File: src/rtl/mips32_shift_seq_if.sv
// Request/response bundle between a shift initiator and the sequential shifter.
interface mips32_shift_seq_if #(
  parameter int unsigned DATA_WIDTH = 32,
  parameter int unsigned AMT_WIDTH  = 5
);
  logic                  req_valid;
  logic                  req_ready;
  logic [DATA_WIDTH-1:0] shift_in;
  logic [AMT_WIDTH-1:0]  shift_amount;
  logic [1:0]            shift_op;
  logic                  resp_valid;
  logic                  resp_ready;
  logic [DATA_WIDTH-1:0] shift_out;

  modport master (
    output req_valid, shift_in, shift_amount, shift_op, resp_ready,
    input  req_ready, resp_valid, shift_out
  );

  modport slave (
    input  req_valid, shift_in, shift_amount, shift_op, resp_ready,
    output req_ready, resp_valid, shift_out
  );
endinterface

File: src/rtl/mips32_shift_seq.sv
// Bit-serial MIPS32 shifter: one bit position per clock, valid/ready on both the
// request and response side, result identical to the combinational shifter.
module mips32_shift_seq #(
  parameter int unsigned DATA_WIDTH = 32,
  parameter int unsigned AMT_WIDTH  = 5
) (
  input logic               clk,
  input logic               rst,
  mips32_shift_seq_if.slave bus
);

  typedef enum logic [1:0] {
    IDLE  = 2'd0,
    SHIFT = 2'd1,
    DONE  = 2'd2
  } state_t;

  localparam logic [1:0] OP_SLL = 2'b00;
  localparam logic [1:0] OP_SRL = 2'b01;
  localparam logic [1:0] OP_SRA = 2'b10;
  localparam logic [1:0] OP_ROR = 2'b11;

  state_t                state_q;
  state_t                state_d;
  logic [DATA_WIDTH-1:0] work_q;
  logic [AMT_WIDTH-1:0]  count_q;
  logic [1:0]            op_q;
  logic                  req_ready_q;
  logic                  resp_valid_q;
  logic                  accept_c;
  logic [DATA_WIDTH-1:0] step_c;

  // req_ready_q is only high in IDLE, so it doubles as the state qualifier.
  assign accept_c = req_ready_q & bus.req_valid;

  // One-position move of the work register for the latched op.
  always_comb begin
    step_c = work_q;
    case (op_q)
      OP_SLL:  step_c = {work_q[DATA_WIDTH-2:0], 1'b0};
      OP_SRL:  step_c = {1'b0, work_q[DATA_WIDTH-1:1]};
      OP_SRA:  step_c = {work_q[DATA_WIDTH-1], work_q[DATA_WIDTH-1:1]};
      OP_ROR:  step_c = {work_q[0], work_q[DATA_WIDTH-1:1]};
      default: step_c = work_q;
    endcase
  end

  always_ff @(posedge clk or posedge rst) begin
    if (rst) begin
      state_q <= IDLE;
    end else begin
      state_q <= state_d;
    end
  end

  // A count of 0 is treated as the final step so SHIFT can never lock up.
  always_comb begin
    state_d = state_q;
    case (state_q)
      IDLE: begin
        if (accept_c) begin
          state_d = (bus.shift_amount == '0) ? DONE : SHIFT;
        end
      end
      SHIFT: begin
        if (count_q <= AMT_WIDTH'(1)) begin
          state_d = DONE;
        end
      end
      DONE: begin
        if (resp_valid_q && bus.resp_ready) begin
          state_d = IDLE;
        end
      end
      default: state_d = IDLE;
    endcase
  end

  // Datapath and registered handshake outputs. An amount-0 request enters DONE
  // straight from IDLE; resp_valid is held back one cycle there so every
  // request sees at least one cycle of latency.
  always_ff @(posedge clk or posedge rst) begin
    if (rst) begin
      work_q       <= '0;
      count_q      <= '0;
      op_q         <= OP_SLL;
      req_ready_q  <= 1'b0;
      resp_valid_q <= 1'b0;
    end else begin
      if (accept_c) begin
        work_q  <= bus.shift_in;
        count_q <= bus.shift_amount;
        op_q    <= bus.shift_op;
      end else if (state_q == SHIFT) begin
        work_q  <= step_c;
        count_q <= count_q - AMT_WIDTH'(1);
      end
      req_ready_q  <= (state_d == IDLE);
      resp_valid_q <= (state_d == DONE) && (state_q != IDLE);
    end
  end

  assign bus.req_ready  = req_ready_q;
  assign bus.resp_valid = resp_valid_q;
  assign bus.shift_out  = work_q;

endmodule

File: src/flat_wrapper.sv
// flat-port wrapper written by rule: the top's interface ports become plain ports
module mips32_shift_seq_flat 
#(
  parameter int unsigned DATA_WIDTH = 32,
  parameter int unsigned AMT_WIDTH  = 5
)
  (clk, rst, bus_req_valid, bus_shift_in, bus_shift_amount, bus_shift_op, bus_resp_ready, bus_req_ready, bus_resp_valid, bus_shift_out);
  mips32_shift_seq_if #(.DATA_WIDTH(DATA_WIDTH), .AMT_WIDTH(AMT_WIDTH)) bus_i ();
  input logic clk;
  input logic rst;
  input wire logic [$bits(bus_i.req_valid)-1:0] bus_req_valid;
  input wire logic [$bits(bus_i.shift_in)-1:0] bus_shift_in;
  input wire logic [$bits(bus_i.shift_amount)-1:0] bus_shift_amount;
  input wire logic [$bits(bus_i.shift_op)-1:0] bus_shift_op;
  input wire logic [$bits(bus_i.resp_ready)-1:0] bus_resp_ready;
  output wire logic [$bits(bus_i.req_ready)-1:0] bus_req_ready;
  output wire logic [$bits(bus_i.resp_valid)-1:0] bus_resp_valid;
  output wire logic [$bits(bus_i.shift_out)-1:0] bus_shift_out;
  assign bus_i.req_valid = bus_req_valid;
  assign bus_i.shift_in = bus_shift_in;
  assign bus_i.shift_amount = bus_shift_amount;
  assign bus_i.shift_op = bus_shift_op;
  assign bus_i.resp_ready = bus_resp_ready;
  assign bus_req_ready = bus_i.req_ready;
  assign bus_resp_valid = bus_i.resp_valid;
  assign bus_shift_out = bus_i.shift_out;
  mips32_shift_seq #(.DATA_WIDTH(DATA_WIDTH), .AMT_WIDTH(AMT_WIDTH)) u_core (.clk(clk), .rst(rst), .bus(bus_i));
endmodule
File: config.mk
export PLATFORM = sky130hd
export DESIGN_NAME = mips32_shift_seq_flat
export DESIGN_NICKNAME = d
export VERILOG_FILES = /design/src/rtl/mips32_shift_seq_if.sv /design/src/rtl/mips32_shift_seq.sv /design/src/flat_wrapper.sv
export SDC_FILE = /design/constraint.sdc
export NUM_CORES = 1
export LEC_CHECK = 0
export CAP_MARGIN = 10
export CORE_AREA = 2 2 81 83
export DETAILED_ROUTE_END_ITERATION = 12
export DIE_AREA = 0 0 83 85
export DONT_BUFFER_PORTS = 1
export GPL_ROUTABILITY_DRIVEN = 0
export SETUP_SLACK_MARGIN = 0.2
export SLEW_MARGIN = 20
export SYNTH_ARGS = -nofsm -noshare
export SYNTH_HDL_FRONTEND = slang
export SYNTH_SLANG_ARGS = --single-unit
File: constraint.sdc
create_clock -name clk -period 1.28 [get_ports clk]
set_input_delay 0.256 -clock clk [delete_from_list [all_inputs] [get_ports clk]]
set_output_delay 0.256 -clock clk [all_outputs]
set_load 0.02 [all_outputs]
==> flow_summary.ini, run 1 <==
[power_and_ir_drop]
leakagePower_nw = 1.415
peakVddDrop_v = 0.001560
p_per_area_nw_per_um2 = 3357

[route]
drt-wirelength-per-cell_um = 19.15
vias_per_cell = 5.779
vias = 2381
drc = 0
drtIter0Drc = 156
wl_um = 7891
firstDrtPassIters = 4
route.antenna.remaining_nets = 0

[timing]
fin_tns_setup_ps = -682.3
slew_viol_final = 0
whs_ps = 63.52
rsz0062_at_grt = yes
max_slew_margin_pct = 73.33
finalHoldViolations = 0
max_freq_ghz = 0.7151
finalSetupViolCount = 17
clock_skew_ps = 9.793
tightestPinTransition_ps = 394.9
period_share_pct = 109.2
period_needed_ps = 1398
setup_slack_ps = -118.3

[status]
violations = setup timing
status = finished with violations

[cells_and_area]
n_antenna_cell = 0
syn_to_final_growth_pct = 48.86
nNetsFinal = 379
postLayoutCoreUtil_pct = 57.94
drive_above_1_share_pct = 42.99
fillers = 540
postLayoutCellArea_um2 = 3595

[logic_synthesis]
synth-async-reset-ratio_pct = 100.0
synthCells = 282
synth_commonest_cells = o21ai_0, dfrtp_1, nand2_1
yosysWarnings = 0
ys_seq_area_share_pct = 44.56
synth.most_common_cell = o21ai_0
syn_area_per_cell_um2 = 8.563
synth.ff_latch_count = 43
synth_nets = 327
netlist_area_um2 = 2415
synthFlopType = dfrtp_1
yosysTopAreaCell = dfrtp_1
yosysTopAreaCellShare_pct = 44.56
synth.distinct_cells = 33
synth-edff-count = 0
synth_area_leaders = dfrtp_1, o21ai_0, o21a_1

[critical_path]
critPathMaxFanout = 3
worstPathRequired_ps = 1520
startpoint_type = flip-flop
cpPeakStageDelay_ps = 490
cp_cell_sequence = inv_2 > ha_1 > o21ba_4 > or4b_4 > nand3_2
crit_arrival_ps = 1640
slowest_stage = or4b_4
worst_setup_path_end_kind = flip-flop
path_class = flip-flop to flip-flop

[clock_tree]
clk_pin_slew_ps = 80
cts.sinks = 43
clk_path_buf_depth = 2
cts_root_buffer = clkbuf_8
h-tree-depth = 2
clk_latency_ps = 300
cts_tree = done
cts_made_buffers = 5

[floorplanning]
coreArea_um2 = 6205
dieArea_um2 = 7055
initial_core_util_pct = 38.92
io_pins = 77
fp.dieH_um = 85
num_rows = 29
die_x_um = 83

[place]
place_area_um2 = 2801
portBuffers = 0
dp_hpwl_um = 4701

[global_routing]
grt_start_max_net_pins = 44
antenna_found_initial = 0
grt_pass1_wl_um = 12250
grt_pass1_vias = 2449
grt_overflow_total = 0
track_usage_pct = 21.44

[hold_path]
holdCritPathClass = input pin to flip-flop

[flow_run]
cap_viol_max_count = 0
through the flow:
step	worst slack [ps]	instances	power [mW]
4_1_cts	-87.13	404	10.94
3_5_place_dp	-82.28	373	8.260
2_1_floorplan	-30.85	282	6.597
3_3_place_gp	-60.21	373	8.145
6_report	-118.3	412	12.07
5_1_grt	-176.7	412	12.78
cell type report:
cell class	count	area [um^2]	share of cell area, %
multi-input combinational	207	1446	40.24
sequential	43	1101	30.63
timing repair buffer	73	850.8	23.67
tap	77	96.34	2.680
clock buffer	7	76.32	2.123
inverter	4	18.77	0.5221
clock inverter	1	5.005	0.1392
what timing repair did:
action / CTS / global route
buffers inserted: 18 / 5
hold endpoints to repair: 43 / 0
gates cloned: 4 / 3
hold buffers: 1 / 0
resized for setup: 90 / 27
setup endpoints to repair: 63 / 71
pin swaps: 39 / 29
path summary, 6_finish.rpt:
| kind | startpoint | end | slack [ps] | cells after the start |
|---|---|---|---|---|
| max in group asynchronous | rst | u_core.bus.shift_out[25] | 550 | 3 |
| worst min register to register | u_core.count_q[4] | u_core.count_q[4] | 620 | 2 |
| worst max-delay path | u_core.count_q[1] | u_core.state_q[1] | -120 | 5 |
| worst max register to register | u_core.count_q[1] | u_core.state_q[1] | -120 | 5 |
| worst min-delay path | bus_shift_op[1] | u_core.op_q[1] | 60 | 2 |
| min in group asynchronous | rst | u_core.bus.shift_out[19] | 480 | 3 |
per-layer routing:
metal / vias to the layer above / GRT usage (%) / wire [um]
met5: - / 0 / 0
met4: 0 / 5.514 / 65
met3: 6 / 5.934 / 482
met2: 81 / 37.90 / 4003
met1: 1178 / 25.91 / 3340
li1: 1116 / - / -
cell usage in the layout, fill, tap and decap left out, types with 2 or more instances in the layout:
cell type and instances:
dfrtp_1 23, nand2_1 41, o21ai_2 2, nand2b_1 2
a21oi_1 2, a211oi_4 2, nor2_1 7, o21ai_0 31
nand3b_1 2, clkbuf_16 3, or3_1 2, buf_8 4
ha_1 2, dfrtp_2 20, inv_1 2, o31ai_1 2
buf_4 30, clkbuf_8 5, clkbuf_1 2, o21a_1 31
buf_12 8, a211oi_2 28, buf_6 26, o21ai_1 32
a31oi_1 3
kinds of logic (layout without fill, tap and decap cells):
family                     count (synthesis)  after routing  synth area share, %
AOI/OAI and AO/OA                        138            138                35.96
xor gates and xnor gates                   2              2               0.7255
adders and majority gates                  2              2                1.036
buffers and inverters                     32             85                5.492
DFF                                       43             43                44.56
muxes                                      1              1               0.4663
and+or+nand+nor                           64             64                11.76
sequential cells by signal (all words and copies together), names as in the netlist:
name                   cells
u_core.bus.shift_out      32
u_core.state_q             2
u_core.op_q                2
u_core.bus.req_ready       1
u_core.bus.resp_valid      1
u_core.count_q             5
power breakdown:
part	total, mW	switching (mW)	internal [mW]
sequential	3.30	1.14	2.16
combinational	7.89	3.80	4.09
clock	0.880	0.495	0.385
worst max-delay path, delay by kind of cell, from the launching register on:
family                   cells  cell delay, ps
AND/OR/NAND/NOR              2             560
buffers and inverters        1              80
adder cells (fa/ha/maj)      1             130
flip-flops                   1             420
AO/OA/AOI/OAI                1             150
(Power assumes the default switching activity.)
==> run 2: changes to the inputs <==
==> constraint.sdc (replaced) <==
create_clock -name clk -period 1.8 [get_ports clk]
set_input_delay 0.36 -clock clk [delete_from_list [all_inputs] [get_ports clk]]
set_output_delay 0.36 -clock clk [all_outputs]
set_load 0.02 [all_outputs]
==> run 2 against run 1 <==
Compared with the run above: the run now ends clean; critical path type unchanged; routed wire length decreased by 20%; clock-buffer cell count decreased by 1; final cell count decreased by 14%.
==> flow_summary.ini, run 2 (synthesized netlist as in run 1, its figures left out) <==
[power_and_ir_drop]
leakagePower_nw = 0.9986
peakVddDrop_v = 0.0007544
p_per_area_nw_per_um2 = 2221

[clock_tree]
clk_latency_ps = 290
clk_path_buf_depth = 2
cts_root_buffer = clkbuf_8
h-tree-depth = 2
cts.sinks = 43
cts_tree = done
cts_made_buffers = 5
post_cts_buffers = 0
clk_pin_slew_ps = 90

[cells_and_area]
drive_above_1_share_pct = 9.747
nNetsFinal = 321
final_cell_mix = o21ai_0, dfrtp_1, nand2_1
final_common_cell = o21ai_0
syn_to_final_growth_pct = 8.342
multi_input_area_um2 = 1216
seq_area_um2 = 1076
n_antenna_cell = 0
largest_reg_flops = 32
fillers = 581

[critical_path]
critPathMaxFanout = 5
crit_arrival_ps = 1680
r2r_start = u_core.count_q[0]
worstPathRequired_ps = 2020
startpoint_type = flip-flop
path_class = flip-flop to flip-flop
worst_setup_path_end_kind = flip-flop
r2r_end = u_core.count_q[4]
r2r_setup_slack_ps = 340
endpoint = u_core.count_q[4]
crit_path_start = u_core.count_q[0]
reg2reg_depth = 5

[place]
post-place-ws_ps = 358.4
portBuffers = 0
dp_hpwl_um = 4444

[global_routing]
track_usage_pct = 18.87
grt_pass1_vias = 2105
grt_start_max_net_pins = 36
antenna_found_initial = 0
grt_overflow_total = 0
grt_pass1_wl_um = 10720

[route]
firstDrtPassIters = 4
vias = 2040
vias_per_cell = 5.763
drt-wirelength-per-cell_um = 17.76
drtIter0Drc = 105
wl_um = 6286
route.antenna.remaining_nets = 0
drc = 0

[flow_run]
cap_viol_max_count = 0

[timing]
clock_skew_ps = 8.626
fin_tns_setup_ps = 0
rsz0062_at_grt = no
tightestPinTransition_ps = 524.7
finalHoldViolations = 0
period_share_pct = 81.12
finalSetupViolCount = 0
whs_ps = 169.6
slew_viol_final = 0
max_slew_margin_pct = 64.97
setup_slack_ps = 339.8
max_freq_ghz = 0.6848
period_needed_ps = 1460

[status]
status = complete, no violations

[hold_path]
holdCritPathClass = input pin to flip-flop

[floorplanning]
die_x_um = 83
fp.dieH_um = 85
initial_core_util_pct = 38.92
num_rows = 29
dieArea_um2 = 7055
io_pins = 77
coreArea_um2 = 6205
[run 2: per-layer routing]
metal	GRT usage [%]	up-vias	part of all wire (%)
li1	-	1003	-
met1	25.85	976	46
met2	29.91	57	48
met3	4.086	4	5.7
met4	6.259	0	1.1
met5	0	-	0
[run 2: through the flow]
step                      instances  power (mW)  instance area [um^2]  util [%]
final                           354       5.811                  2616     42.17
after global routing            354       6.383                  2616     42.17
after CTS                       354       5.852                  2611     42.09
after detailed placement        345       5.218                  2516     40.55
after global placement          345       5.169                  2516     40.55
after floorplan                 282       4.507                  2415         -
[run 2: worst min-delay path by stage]
stage	start	endpoint	slack [ps]	cells after the start
5_1_grt	bus_shift_in[18]	u_core.bus.shift_out[18]	170	2
6_report	bus_shift_op[1]	u_core.op_q[1]	170	2
4_1_cts	bus_shift_op[1]	u_core.op_q[1]	160	2
3_5_place_dp	rst	u_core.bus.shift_out[4]	320	1
2_1_floorplan	bus_shift_op[1]	u_core.op_q[1]	470	2
3_3_place_gp	rst	u_core.bus.shift_out[4]	320	1
[run 2: area by class of cell]
cell class | instances | share of cell area (%)
Multi-Input combinational cell | 207 | 46.49
Clock buffer | 6 | 2.774
Tap cell | 77 | 3.682
Inverter | 4 | 0.5739
Clock inverter | 2 | 0.4782
Timing Repair Buffer | 15 | 4.878
Sequential cell | 43 | 41.13
[run 2: power breakdown]
part           switching (mW)  leakage, nW  internal [mW]
clock network           0.344       0.0412          0.272
logic                    1.42        0.446           1.15
registers                1.15        0.511           1.48
total                    2.91        0.999           2.90
[run 2: worst max-delay path: stages (launching register included)]
cell,delay [ps]
dfrtp_1,450
inv_1,90
ha_1,150
nand3b_1,120
or4_1,410
a31oi_1,170
[run 2: what timing repair did]
item	in CTS	in global routing
endpoints found under the setup margin	0	1
gates resized for setup	0	1
endpoints found under the hold margin	23	0
hold buffers	1	0
==> run 3: changes to the inputs <==
==> constraint.sdc (replaced) <==
create_clock -name clk -period 1.4 [get_ports clk]
set_input_delay 0.28 -clock clk [delete_from_list [all_inputs] [get_ports clk]]
set_output_delay 0.28 -clock clk [all_outputs]
set_load 0.02 [all_outputs]
==> run 3 against run 2 <==
Compared with the run above: clock-buffer cell count stayed put; sequential power up 32%; highest routed layer unchanged; critical path depth stayed put; hold slack worse by 86 ps; via count up 12%; total power up 95%; core utilization up 15 points; final cell count grew 8.5%; sequential cell count stayed put; maximum frequency up 5.7%; critical path type unchanged; sequential share of layout area shrank 10 points; worst setup slack worse by 320 ps.
==> flow_summary.ini, run 3 (synthesized netlist as in run 1, its figures left out) <==
[status]
status = complete, no violations

[clock_tree]
clk_pin_slew_ps = 90
clk_latency_ps = 310
cts.sinks = 43
cts_tree = done
cts_made_buffers = 5
h-tree-depth = 2
cts_root_buffer = clkbuf_8
clk_path_buf_depth = 2

[critical_path]
crit_arrival_ps = 1620
worst_setup_path_end_kind = flip-flop
reg2reg_depth = 5
critPathMaxFanout = 3
startpoint_type = flip-flop
worstPathRequired_ps = 1640
r2r_setup_slack_ps = 20
r2r_start = u_core.count_q[1]
path_class = flip-flop to flip-flop
r2r_end = u_core.state_q[1]

[cells_and_area]
nNetsFinal = 351
syn_to_final_growth_pct = 46.01
largest_reg_flops = 32
n_antenna_cell = 0
final_common_cell = nand2_1
postLayoutCoreUtil_pct = 56.83
fin_cells = 384
final_cell_mix = nand2_1, dfrtp_1, o21ai_1
drive_above_1_share_pct = 42.02

[hold_path]
hold_start = bus_shift_in[9]
holdCritPathClass = input pin to flip-flop
min_delay_worst_endpoint = u_core.bus.shift_out[9]
min_path_cells = 2

[floorplanning]
initial_core_util_pct = 38.92
num_rows = 29
dieArea_um2 = 7055
io_pins = 77
fp.dieH_um = 85
coreArea_um2 = 6205
die_x_um = 83

[timing]
finalSetupViolCount = 0
slew_viol_final = 0
max_freq_ghz = 0.7241
clock_skew_ps = 7.720
period_needed_ps = 1381
fin_tns_setup_ps = 0
tightestPinTransition_ps = 390.4
finalHoldViolations = 0
period_share_pct = 98.64
rsz0062_at_grt = yes
max_slew_margin_pct = 73.98

[route]
firstDrtPassIters = 4
drc = 0
route.antenna.remaining_nets = 0
drt-wirelength-per-cell_um = 19.22
drtIter0Drc = 153
vias_per_cell = 5.945
vias = 2283
wl_um = 7381

[flow_run]
cap_viol_max_count = 0

[global_routing]
grt_pass1_wl_um = 12450
grt_pass1_vias = 2459
antenna_found_initial = 0
grt_start_max_net_pins = 34
track_usage_pct = 22.10
grt_overflow_total = 0

[place]
portBuffers = 0
dpl.cell_count = 353
dp_hpwl_um = 4525

[power_and_ir_drop]
p_per_area_nw_per_um2 = 3214
peakVddDrop_v = 0.001524
leakagePower_nw = 1.374
==> run 3: worst max-delay path, cell delays in order (launching register included) <==
cell and delay, ps:
dfrtp_1 410, inv_2 100, ha_4 120, o21ba_4 140
or4b_4 480, nand3_2 70
==> run 3: how the worst max path moves through the flow <==
stage                 startpoint                    end  depth (start not counted)
3_5_place_dp   u_core.count_q[1]  u_core.bus.resp_valid                          5
6_report       u_core.count_q[1]      u_core.state_q[1]                          5
5_1_grt        u_core.count_q[1]  u_core.bus.resp_valid                          5
2_1_floorplan  u_core.count_q[1]  u_core.bus.resp_valid                          5
4_1_cts        u_core.count_q[1]      u_core.state_q[1]                          5
3_3_place_gp   u_core.count_q[1]  u_core.bus.resp_valid                          5
==> run 3: per-stage QoR <==
stage / instance area, um^2 / hold slack, ps / worst slack [ps] / total power, mW
floorplan: 2564 / 277.8 / 90.61 / 6.312
global route: 3526 / 80.62 / -36.20 / 12.10
CTS: 3398 / 72.54 / 20.04 / 10.90
detailed placement: 2704 / 101.1 / 22.94 / 7.387
global placement: 2704 / 101.4 / 68.76 / 7.304
finish: 3526 / 83.14 / 19.00 / 11.33
==> run 3: repair_timing <==
| item | 4_1_cts | 5_1_grt |
|---|---|---|
| buffers inserted | 10 | 4 |
| endpoints found under the setup margin | 38 | 42 |
| pin swaps | 40 | 41 |
| hold endpoints to repair | 8 | 0 |
| hold buffers | 1 | 0 |
| gates resized for setup | 103 | 26 |
| cloned | 8 | 0 |
==> run 3: layout make-up <==
cell class	count	area [um^2]
Tap cell	77	96.34
Multi-Input combinational cell	207	1570
Clock buffer	6	72.57
Clock inverter	2	60.06
Sequential cell	43	1081
Timing Repair Buffer	45	626.9
Fill cell	503	2679
Inverter	4	18.77
==> run 3: per-layer routing <==
layer / vias to the layer above / GRT usage [%] / part of all wire, %
met1: 1128 / 27.70 / 43
met5: - / 0 / 0
met2: 60 / 36.73 / 51
met4: 0 / 6.557 / 1.4
li1: 1083 / - / -
met3: 12 / 7.101 / 4.6
==> run 3: where the power goes <==
| group | total (mW) | switching (mW) | internal [mW] |
|---|---|---|---|
| registers | 3.46 | 1.55 | 1.91 |
| clock network | 1.18 | 0.464 | 0.714 |
| logic | 6.69 | 3.06 | 3.63 |
